==> config.mk <==
export PLATFORM = sky130hd
export DESIGN_NAME = seviye_hesaplayici
export DESIGN_NICKNAME = d
export VERILOG_FILES = /design/src/rtl/seviye_hesaplayici.sv
export SDC_FILE = /design/constraint.sdc
export NUM_CORES = 1
export LEC_CHECK = 0
export ABC_AREA = 0
export CAP_MARGIN = 20
export CORE_ASPECT_RATIO = 0.5
export CORE_UTILIZATION = 41
export DETAILED_ROUTE_END_ITERATION = 10
export PLACE_DENSITY = 0.67
export SYNTH_ARGS = -nofsm -noshare
export SYNTH_HDL_FRONTEND = slang
export SYNTH_SLANG_ARGS = --single-unit
==> constraint.sdc <==
create_clock -name clk -period 5.2 [get_ports clk]
set_clock_uncertainty 0.1 [all_clocks]
set_input_delay 0.52 -clock clk [delete_from_list [all_inputs] [get_ports clk]]
set_output_delay 0.52 -clock clk [all_outputs]
set_load 0.05 [all_outputs]
==> src/rtl/seviye_hesaplayici.sv <==
// Heap-indexed binary tree node-level calculator: walks the 1-based working value
// toward the root one shift per clock and reports level, in-level offset and parent.
module seviye_hesaplayici #(
  parameter int IDX_W     = 4,
  parameter int LVL_W     = 3,
  parameter int ONE_BASED = 0
) (
  input  logic             clk,
  input  logic             rst,
  input  logic             in_valid,
  output logic             in_ready,
  input  logic [IDX_W-1:0] dugum,
  output logic             out_valid,
  input  logic             out_ready,
  output logic [LVL_W-1:0] dugumun_seviyesi,
  output logic [IDX_W-1:0] konum,
  output logic [IDX_W-1:0] ebeveyn,
  output logic             kok,
  output logic             hata
);

  typedef enum logic [1:0] {IDLE, WALK, ERR_DONE, DONE} state_t;

  state_t           r_state;
  logic [IDX_W:0]   r_w;
  logic [IDX_W-1:0] r_w0;
  logic [IDX_W-1:0] r_par;
  logic [LVL_W-1:0] r_cnt;

  logic [IDX_W:0]   w_w_in;
  logic [IDX_W-1:0] w_dm1;
  logic [IDX_W-1:0] w_par;
  logic             w_illegal;
  logic [IDX_W-1:0] w_konum;

  // Working value is always 1-based so the root is w==1 for both numberings.
  assign w_w_in    = {1'b0, dugum} + ((ONE_BASED != 0) ? '0 : (IDX_W+1)'(1));
  assign w_dm1     = dugum - IDX_W'(1);
  assign w_illegal = (ONE_BASED != 0) && (dugum == '0);

  always_comb begin
    w_par = '0;
    if (ONE_BASED != 0)
      w_par = (dugum == IDX_W'(1)) ? IDX_W'(1) : (dugum >> 1);
    else
      w_par = (dugum == '0) ? '0 : (w_dm1 >> 1);
  end

  // Only the low IDX_W bits matter: the offset is always below 2^IDX_W, and for
  // w = 2^IDX_W both operands wrap to zero.
  assign w_konum  = r_w0 - (IDX_W'(1) << r_cnt);
  assign in_ready = (r_state == IDLE) && !rst;

  always_ff @(posedge clk) begin
    if (rst) begin
      r_state          <= IDLE;
      r_w              <= '0;
      r_w0             <= '0;
      r_par            <= '0;
      r_cnt            <= '0;
      out_valid        <= 1'b0;
      dugumun_seviyesi <= '0;
      konum            <= '0;
      ebeveyn          <= '0;
      kok              <= 1'b0;
      hata             <= 1'b0;
    end else begin
      case (r_state)
        IDLE: begin
          if (in_valid) begin
            r_w     <= w_w_in;
            r_w0    <= w_w_in[IDX_W-1:0];
            r_par   <= w_par;
            r_cnt   <= '0;
            r_state <= w_illegal ? ERR_DONE : WALK;
          end
        end
        WALK: begin
          if (r_w == (IDX_W+1)'(1)) begin
            dugumun_seviyesi <= r_cnt;
            konum            <= w_konum;
            ebeveyn          <= r_par;
            kok              <= (r_cnt == '0);
            hata             <= 1'b0;
            out_valid        <= 1'b1;
            r_state          <= DONE;
          end else begin
            r_w   <= r_w >> 1;
            r_cnt <= r_cnt + LVL_W'(1);
          end
        end
        ERR_DONE: begin
          dugumun_seviyesi <= '0;
          konum            <= '0;
          ebeveyn          <= '0;
          kok              <= 1'b0;
          hata             <= 1'b1;
          out_valid        <= 1'b1;
          r_state          <= DONE;
        end
        DONE: begin
          if (out_ready) begin
            out_valid <= 1'b0;
            r_state   <= IDLE;
          end
        end
        default: r_state <= IDLE;
      endcase
    end
  end

endmodule

# Yosys cells after proc, flatten, opt, wreduce, memory -nomap -nowiden
# Index checks and enable logic that the tools add are counted.
dict set report word_totals {
  regBits 32
  wordCells 61
}
dict set report classes {
  addsub 4
  n_eq_ne 8
  shifts 1
  muxes 24
  reduce_logical 13
}
# op count
set op_table {}
lappend op_table {{$pmux W4 S2} 2}
lappend op_table {{$mux W3} 4}
lappend op_table {{$pmux W3 S2} 2}
lappend op_table {{$mux W5} 2}
lappend op_table {{$pmux W5 S2} 1}
lappend op_table {{$reduce_and A3 Y1} 3}
lappend op_table {{$mux W4} 2}
lappend op_table {{$ne A2 B2 Y1 const B} 4}
lappend op_table {{$pmux W2 S4} 1}
lappend op_table {{$mux W2} 3}
lappend op_table {{$add A4 B1 Y5 const B} 1}
lappend op_table {{$eq A5 B1 Y1 const B} 1}
lappend op_table {{$eq A2 B2 Y1 const B} 2}
lappend op_table {{$logic_not A4 Y1} 1}
lappend op_table {{$mux W1} 4}
lappend op_table {{$pmux W1 S2} 2}
lappend op_table {{$reduce_and A2 Y1} 2}
lappend op_table {{$reduce_bool A2 Y1} 2}
lappend op_table {{$shl A1 B3 Y4 const A} 1}
lappend op_table {{$sub A4 B1 Y4 const B} 1}
lappend op_table {{$sub A4 B4 Y4} 1}
lappend op_table {{$add A3 B1 Y3 const B} 1}
lappend op_table {{$logic_not A3 Y1} 1}
lappend op_table {{$pmux W1 S3} 1}
lappend op_table {{5 further kinds} 5}

# Depth between registers and ports, before layout
# Gate-level depths: netlist (run 1).
dict set report logic_depth {
  word_depth 4
  mapped_depth 9
  ltp_nobuf 9
}

# Worst setup path after synthesis (run 1)
# No wires, ideal clock.
dict set report synth_path {
  path_kind {reg-to-output}
  startpoint {register r_state[0]}
  endpoint {output port in_ready}
  t_arrival_ps 1362
  t_required_ps 4580
  setup_slack_ps 3218
  path_stages_with_launch 4
  path_buffers 0
  path_cell_list {dfxtp_1 -> inv_1 -> ha_1 -> nor2b_1}
}
dict set report synth_via {
  elab_chain_len 2
}
# element line_no
set synth_rtl {}
lappend synth_rtl {{start: declaration} 24} ;# state_t r_state;
lappend synth_rtl {{start signal: assignment} 75} ;# r_state <= w_illegal ? ERR_DONE : WALK;
lappend synth_rtl {{$logic_not A2 Y1} 52} ;# assign in_ready = (r_state == IDLE) && !rst;
lappend synth_rtl {{$logic_and A1 B1 Y1} 52}
lappend synth_rtl {{end: declaration} 11} ;# output logic in_ready,
# Every way passes these cells.

# Final worst setup path (run 1)
dict set report layout_path {
  startpoint {input port rst}
  endpoint {output port in_ready}
}
dict set report layout_via {
  elab_chain_len 2
}
# element line_no
set layout_rtl {}
lappend layout_rtl {{start: declaration} 9} ;# input logic rst,
lappend layout_rtl {{$logic_not A1 Y1} 52}
lappend layout_rtl {{$logic_and A1 B1 Y1} 52}
# Every way passes these cells.

==> metrics.txt, run 1 <==
CTS sink count 30; most used cell, CP clkdlybuf4s50_1; CP max stage delay approximately 0.80 ns; total power 899 µW; top cell type by total area after synthesis dfxtp_1; largest cells by area after synthesis dfxtp_1 38%, ha_1 12%, nor2_1 6.9%, a22oi_1 5.3%, a21oi_1 3.2%; Final #Nets approximately 220; largest net degree at the start of global routing 34; cell area after synthesis 0.00157 mm²; Comb pwr share 45.7%; CTS tree built; CTS Buffer Depth 2; sequential share of power 35.0%; switching part of the total between 40% and 50%; CTS Buf Count 5; post-CTS sizing 0; post-synth top area share approximately two fifths; htree depth 2; Pins Over Slew Limit 0; Synth Area in XOR/XNOR under 10%; initial antenna violation count 0; Hold Path Class flop to flop; share of cells above drive strength 1 roughly 6%; Max-Cap Viols 0; chip width between 80 and 90 µm; post-synthesis adder-cell area fraction 13.3%; Starting Density between 40% and 50%; final core occ ~54%; Final setup violation count 0; hold_buf cts 0; clock power share 19.3%; CP max-delay cell clkdlybuf4s50_1; Vias/cell between 5 and 6; CTS root buf clkbuf_8; headroom to the max-slew limit 33.4%; Pwr Density 470 mW/mm²; final hold violation count 0; Remaining Overflow, GRT 0; Setup CP Type input pin to output port; die area 0.00409 mm²; Final GP Congestion 0.809; most common cell in the netlist dfxtp_1; EDFF count, synth 0; CP Launch Type input pin; Post-Synthesis Cells 178; met3 WL 139 µm; Critical Path, Cell by Cell clkdlybuf4s50_1, buf_16, nor2b_1, clkdlybuf4s50_1; Worst VDD drop approximately 140 µV; Max Used Layer met4; Synth Area in Simple Gates about a fifth; Post-CTS Setup Bufs 0; Reg clk slew, reported paths 0.06 ns; DRC 0; Detail Placement HPWL 2.32 mm; 1st-pass router iterations 4; Area Overhead vs Synth 22.0%; FF+latch count, synth 30; first-pass GRT wire length 5.19 mm; # diodes 0; P_sw 375 µW; top post-synthesis cells by count 30 x dfxtp_1, 29 x nor2_1, 15 x ha_1; CP Buf/Inv Count 3; Place WS 1.94 ns; area fraction in compound gates after synthesis 15.8%; vias 1292; synthesized area per cell 8.80 µm²; met1 wire length ~1.8 mm; final wirelength 3.27 mm; vias in the first global route 1133; RSZ-0062 raised after global routing no; wire length on met2 1.34 mm; GRT Util Overall 17.7%; WL per Instance 13.0 µm; setup slack, reg-to-reg 2.78 ns; Leakage 0.753 nW; Detail Route Antenna Nets 0; Ys Warns 0; Top Family by Delay on Critical Path buffers and inverters; Critical Path RT 4.58 ns; DIE HEIGHT between 40 and 50 µm; Seq/Total Area, Yosys between 30% and 40%; filler instances 332; Core ar. approximately 0.0035 mm²; syn_nets 202; CP max FO 23; # IOs 23; outcome completed; PortBufs 21; slew of the pin with the lowest slew margin 0.999 ns; main combinational cell family by area after synthesis simple AND/OR/NAND/NOR gates; critical path capture point type output port; Async SR Flop Fraction 0%; Unique masters post-synth 38; Pint 524 µW; row count 15; multiplexer area fraction after synthesis 3.91%; initial DRC count 62; min Tclk post-route 3.03 ns; worst-skew pair later-pin latency 0.28 ns; maximum clock frequency 330 MHz; Tcrit/Tclk final 58.4%; Worst EP arrival 2.41 ns; Most used DFF post-synth dfxtp_1; final std cells w/o fill ~250; placed cells 243; Final WS setup about 2.2 ns; Setup TNS 0 ns
## flip-flops by register name (all words and copies together) (netlist names)
name,cells
r_w,5
konum,4
r_w0,4
dugumun_seviyesi,3
ebeveyn,3
r_cnt,3
r_par,3
r_state,2
hata,1
kok,1
out_valid,1
## worst register-to-register path, cell delays in order, from the launching register on
cell	delay, ns
dfxtp_1	0.33
inv_1	0.10
ha_1	0.47
inv_1	0.20
a22oi_1	0.83
a22oi_1	0.21
nor2_1	0.12
## power groups by stage
stage | Clock, mW | Sequential [mW] | Combinational [mW]
floorplan | 0 | 0.346 | 0.280
CTS | 0.179 | 0.314 | 0.406
detailed placement | 0 | 0.319 | 0.402
global placement | 0 | 0.317 | 0.395
global route | 0.190 | 0.323 | 0.453
finish | 0.174 | 0.315 | 0.410
## layout by cell type, fill, tap and decap left out, drive strengths merged, types with 2 or more instances in the layout
cell	instances
nand2b	4
nand3b	3
a22oi	11
xnor2	2
a211oi	3
inv	10
clkinv	2
nor3	5
clkbuf	5
nor2b	3
nand2	11
ha	15
dfxtp	30
or3	3
clkdlybuf4s50	21
nor2	29
o21ai	6
mux2i	5
xor2	4
a21oi	11
## metrics by stage
stage | cell area, µm² | hold slack, ns
CTS | 1880 | 0.362
global route | 1910 | 0.389
global placement | 1810 | 0.347
detailed placement | 1810 | 0.352
finish | 1910 | 0.356
floorplan | 1570 | 0.332
## logic make-up (layout without fill, tap and decap cells)
family	count (synthesis)	after routing
XOR/XNOR	6	6
adder cells (fa/ha/maj)	16	16
buffers and inverters	17	39
flip-flops	30	30
AO/OA/AOI/OAI	38	38
multiplexers	6	6
other	1	1
AND/OR/NAND/NOR	64	64
## layout make-up
type,instances,area (µm²),area share (%)
Clock buffer,5,68.8,3.60
Clock inverter,2,10.0,0.524
Inverter,10,37.5,1.96
Multi-Input combinational cell,131,893,46.7
Sequential cell,30,601,31.4
Tap cell,51,63.8,3.34
Timing Repair Buffer,22,238,12.4
## final timing paths
check	startpoint	end	depth (start not counted)
worst max-delay path	rst	in_ready	4
worst min-delay path	r_par[0]	r_par[0]	2
worst max register to register	r_state[1]	konum[2]	6
worst min register to register	r_par[0]	r_par[0]	2
## routing by layer
| metal | vias up | track usage (%) |
|---|---|---|
| li1 | 659 | - |
| met1 | 603 | 24.1 |
| met2 | 28 | 26.1 |
| met3 | 2 | 6.16 |
| met4 | 0 | 6.35 |
| met5 | - | 0 |
No activity file was read; power rests on OpenSTA's default activity.
==> run 2, diff against run 1 <==
- PLACE_DENSITY: 0.67 -> 0.7
- clock period: 5.2 -> 2.6 ns (I/O delays scaled with it)
==> run 2 against run 1 <==
  * Combinational power increased by 100%
  * Highest routed layer unchanged
  * Clock-buffer cell count increased by 1
  * Non-clock buffer count unchanged
  * Cell area decreased by 0.33%
  * Sequential share of layout area increased by 0.10 points
  * Clock power increased by 110%
  * Sequential power increased by 100%
  * Register-to-register slack got worse by 2.5 ns
  * Final cell count decreased by 0.40%
  * Critical path depth increased by 2
==> metrics.txt, run 2 (synthesis gave the netlist of run 1 again) <==
outcome completed; vias 1286 (-0.46%); vias in the first global route 1135 (+0.18%); CTS Buf Count 5 (unchanged); Starting Density 44.2% (unchanged); PortBufs 21 (unchanged); chip width 89.4 µm (unchanged); 1st-pass router iterations 4 (unchanged); CP Buf/Inv Count 2 (-1); Final GP Congestion 0.861 (+6.4%); Top Family by Delay on Critical Path compound AO/OA/AOI/OAI gates; Area Overhead vs Synth 21.6%; WL per Instance 13.3 µm (+1.7%); Worst EP arrival 2.38 ns (-0.03 ns); Remaining Overflow, GRT 0 (unchanged); largest net degree at the start of global routing 33 (-2.9%); Final WS setup 0.327 ns (-1.84 ns); maximum clock frequency 440 MHz; Reg clk slew, reported paths 0.06 ns (about the same); Leakage 0.750 nW (-0.44%); Setup TNS 0 ns (unchanged); Critical Path RT 2.71 ns (-1.87 ns); CTS Buffer Depth 2 (unchanged); RR Startpoint r_state[1]; final std cells w/o fill 250 (-0.40%); initial antenna violation count 0 (unchanged); CP Launch Type flop; DIE HEIGHT 45.7 µm (unchanged); commonest non-fill, non-tap cell in the layout dfxtp_1; CTS tree built; Tcrit/Tclk final 87.4%; CTS root buf clkbuf_8; Reg with most FFs r_w; Largest regs r_w: 5 flops, konum: 4 flops, r_w0: 4 flops; placed cells 244 (+0.41%); Final Instance Area 0.00191 mm² (-0.33%); commonest non-fill, non-tap cells in the layout 30 x dfxtp_1, 29 x nor2_1, 20 x clkdlybuf4s50_1, 15 x ha_1; final wirelength 3.31 mm (+1.3%); CP max-delay cell a22oi_1; final core occ 53.7% (-0.18 points); Final setup violation count 0 (unchanged); filler instances 329 (-0.90%); slew of the pin with the lowest slew margin 0.926 ns (-0.0722 ns); GRT Util Overall 17.8% (+0.080 points); die area 0.00409 mm² (unchanged); max reg flops 5 (unchanged); Vias/cell 5.14 (about the same); critical path startpoint r_state[1]; Area after DPL 0.00182 mm² (+0.97%); CTS sink count 30 (unchanged); Worst VDD drop 402 µV (+190%); initial DRC count 63 (+1.6%); hold_buf cts 0 (unchanged); Detail Route Antenna Nets 0 (unchanged); Pins Over Slew Limit 0 (unchanged); # IOs 23 (unchanged); headroom to the max-slew limit 38.2% (+4.8 points); final hold violation count 0 (unchanged); Post-CTS Setup Bufs 0 (unchanged); Place WS 0.366 ns (-1.57 ns); # diodes 0 (unchanged); CP max stage delay 0.77 ns (-0.03 ns); Core ar. 0.00355 mm² (unchanged); Critical Path, Cell by Cell inv_1, ha_1, inv_1, a22oi_1, a22oi_1, nor2_1; Final #Nets 224 (unchanged); post-CTS sizing 0 (unchanged); Detail Placement HPWL 2.38 mm (+2.7%); CP max FO 13 (-43%); Hold Startpoint r_par[0]; row count 15 (unchanged); DRC 0 (unchanged); critical path capture point type flop; Max-Cap Viols 0 (unchanged); Hold Path Class flop to flop; worst-skew pair later-pin latency 0.27 ns (about the same); min Tclk post-route between 2 and 2.5 ns; RSZ-0062 raised after global routing no; htree depth 2 (unchanged); share of cells above drive strength 1 6.03% (+0.030 points); Setup CP Type flop to flop; hold_ws 0.359 ns (+0.00224 ns); Pwr Density 954 mW/mm² (+100%); total power 1.82 mW (+100%); first-pass GRT wire length 5.30 mm (+2.1%)
[run 2: cell count changes in the layout (fill, tap and decap cells not counted), sizes merged]
cell and change:
clkinv -2, clkbuf +1, clkdlybuf4s50 -1, buf +1
[run 2: path summary, 6_finish.rpt]
| kind | to | slack [ns] | cells after the start |
|---|---|---|---|
| worst max-delay path | konum[2] | 0.33 | 6 |
| worst min-delay path | r_par[0] | 0.36 | 2 |
| worst max register to register | konum[2] | 0.33 | 6 |
| worst min register to register | r_par[0] | 0.36 | 2 |
[run 2: final cells by class]
cell class	count	area [µm²]	area share, %
clock buffer	6	82.6	4.33
sequential	30	601	31.5
multi-input combinational	131	893	46.9
inverter	10	37.5	1.97
timing repair buffer	22	228	12.0
tap	51	63.8	3.35
[run 2: power by group]
part	leakage, nW	total, mW	switching [mW]	internal [mW]
sequential	0.245	0.631	0.0781	0.553
combinational	0.462	0.823	0.497	0.327
clock	0.0431	0.364	0.160	0.204
[run 2: worst register-to-register path: stages, from the launching register on]
cell	delay (ns)
dfxtp_1	0.34
inv_1	0.09
ha_1	0.44
inv_1	0.16
a22oi_1	0.77
a22oi_1	0.20
nor2_1	0.11
[run 2: layer usage]
layer | up-vias | GRT usage (%) | wire length, µm
met4 | 0 | 3.81 | 11
met1 | 596 | 24.0 | 1680
met3 | 2 | 6.16 | 214
met2 | 30 | 27.8 | 1410
met5 | - | 0 | 0
li1 | 658 | - | -
==> run 3, diff against run 2 <==
- SLEW_MARGIN: unset -> 30
==> run 3 against run 2 <==
  * Worst setup slack improved by 0.11 ns
  * Utilization rose by 0.14 points
  * Via count down 0.16%
  * Largest cell class unchanged
  * Largest power group unchanged
==> metrics.txt, run 3 (synthesis gave the netlist of run 1 again) <==
Tcrit/Tclk final 83.4% (-4.0 points); Worst EP arrival 2.28 ns (-0.10 ns); headroom to the max-slew limit 63.8% (+26 points); slew of the pin with the lowest slew margin 0.543 ns (-0.384 ns); placed cells 244 (unchanged); max reg flops 5 (unchanged); RR Startpoint r_state[1]; hold_buf cts 0 (unchanged); final hold violation count 0 (unchanged); vias 1284 (-0.16%); Pwr Density 952 mW/mm² (-0.21%); final core occ 53.9% (+0.14 points); first-pass GRT wire length 5.30 mm (unchanged); WL per Instance 13.1 µm (-1.2%); GRT Util Overall 17.8% (unchanged); CTS tree built; vias in the first global route 1135 (unchanged); initial DRC count 53 (-16%); hold path endpoint r_par[0]; share of cells above drive strength 1 6.50% (+0.47 points); # diodes 0 (unchanged); hold path cells 2 (unchanged); outcome completed; CTS sink count 30 (unchanged); DIE HEIGHT 45.7 µm (unchanged); Detail Placement HPWL 2.38 mm (unchanged); CP Launch Type flop; CTS Buffer Depth 2 (unchanged); critical path startpoint r_state[1]; maximum clock frequency 461 MHz (+4.8%); Hold Path Class flop to flop; final wirelength 3.29 mm (-0.81%); chip width 89.4 µm (unchanged); Reg clk slew, reported paths 0.06 ns (about the same); cells on worst reg2reg path 6 (unchanged); largest net degree at the start of global routing 33 (unchanged); Vias/cell 5.12 (-0.55%); Remaining Overflow, GRT 0 (unchanged); DRC 0 (unchanged); Detail Route Antenna Nets 0 (unchanged); row count 15 (unchanged); Final GP Congestion 0.861 (unchanged); min Tclk post-route 2.17 ns (-0.105 ns); commonest non-fill, non-tap cells in the layout 30 x dfxtp_1, 29 x nor2_1, 20 x clkdlybuf4s50_1, 15 x ha_1; # IOs 23 (unchanged); Core ar. 0.00355 mm² (unchanged); worst-skew pair later-pin latency 0.27 ns (about the same); Setup TNS 0 ns (unchanged); htree depth 2 (unchanged); initial antenna violation count 0 (unchanged); Leakage 0.753 nW (+0.50%); Area Overhead vs Synth 22.0%; final std cells w/o fill 251 (+0.40%); Hold Startpoint r_par[0]; die area 0.00409 mm² (unchanged); CTS Buf Count 5 (unchanged); Setup CP Type flop to flop; critical path capture point type flop; setup slack, reg-to-reg 0.43 ns (+0.11 ns); Worst VDD drop 395 µV (-1.6%); Pins Over Slew Limit 0 (unchanged); Max-Cap Viols 0 (unchanged); Starting Density 44.2% (unchanged); Reg with most FFs r_w; PortBufs 21 (unchanged); Critical Path RT 2.71 ns (about the same); Largest regs r_w: 5 flops, konum: 4 flops, r_w0: 4 flops; total power 1.82 mW (about the same); RSZ-0062 raised after global routing no; CTS root buf clkbuf_8; CP max FO 13 (unchanged); 1st-pass router iterations 4 (unchanged); Post-CTS Setup Bufs 0 (unchanged); Final #Nets 225 (+0.45%); commonest non-fill, non-tap cell in the layout dfxtp_1; RR Endpoint r_cnt[1]; post-CTS sizing 0 (unchanged); Final setup violation count 0 (unchanged)
[run 3: cell count changes in the layout (fill, tap and decap cells not counted), sizes merged]
cell    before  now
clkbuf       6    7
[run 3: critical path: stages (launching register included)]
cell     delay, ns
dfxtp_1       0.34
inv_1         0.09
ha_1          0.44
mux2i_1       0.29
a21oi_2       0.39
mux2_2        0.38
nor2_1        0.08
[run 3: how the worst max path moves through the flow]
| stage | endpoint | slack (ns) | depth (start not counted) |
|---|---|---|---|
| after floorplan | konum[1] | 0.77 | 8 |
| after global placement | konum[2] | 0.44 | 6 |
| after detailed placement | konum[2] | 0.37 | 6 |
| after CTS | dugumun_seviyesi[1] | 0.32 | 6 |
| after global routing | dugumun_seviyesi[1] | 0.21 | 7 |
| final | r_cnt[1] | 0.43 | 6 |
[run 3: per-stage QoR]
step | area, µm² | setup slack, ns | hold slack, ns
after CTS | 1910 | 0.325 | 0.361
after floorplan | 1570 | 0.772 | 0.256
after detailed placement | 1820 | 0.366 | 0.352
after global placement | 1820 | 0.444 | 0.351
after global routing | 1910 | 0.209 | 0.382
final | 1910 | 0.432 | 0.357
[run 3: power by group]
group	switching (mW)	total (mW)	internal, mW
Clock	0.156	0.360	0.204
Combinational	0.498	0.828	0.330
Sequential	0.0782	0.631	0.553
[run 3: metal layers]
metal / track usage (%) / vias up / share of wire, %
met5: 0 / - / 0
li1: - / 659 / -
met4: 3.81 / 0 / 0.43
met3: 6.16 / 4 / 5.2
met2: 27.8 / 23 / 42
met1: 24.0 / 598 / 52
[run 3: final cells by class]
class	count	area, µm²
Sequential cell	30	601
Timing Repair Buffer	23	233
Tap cell	51	63.8
Fill cell	328	1640
Inverter	10	37.5
Clock buffer	6	82.6
Multi-Input combinational cell	131	893
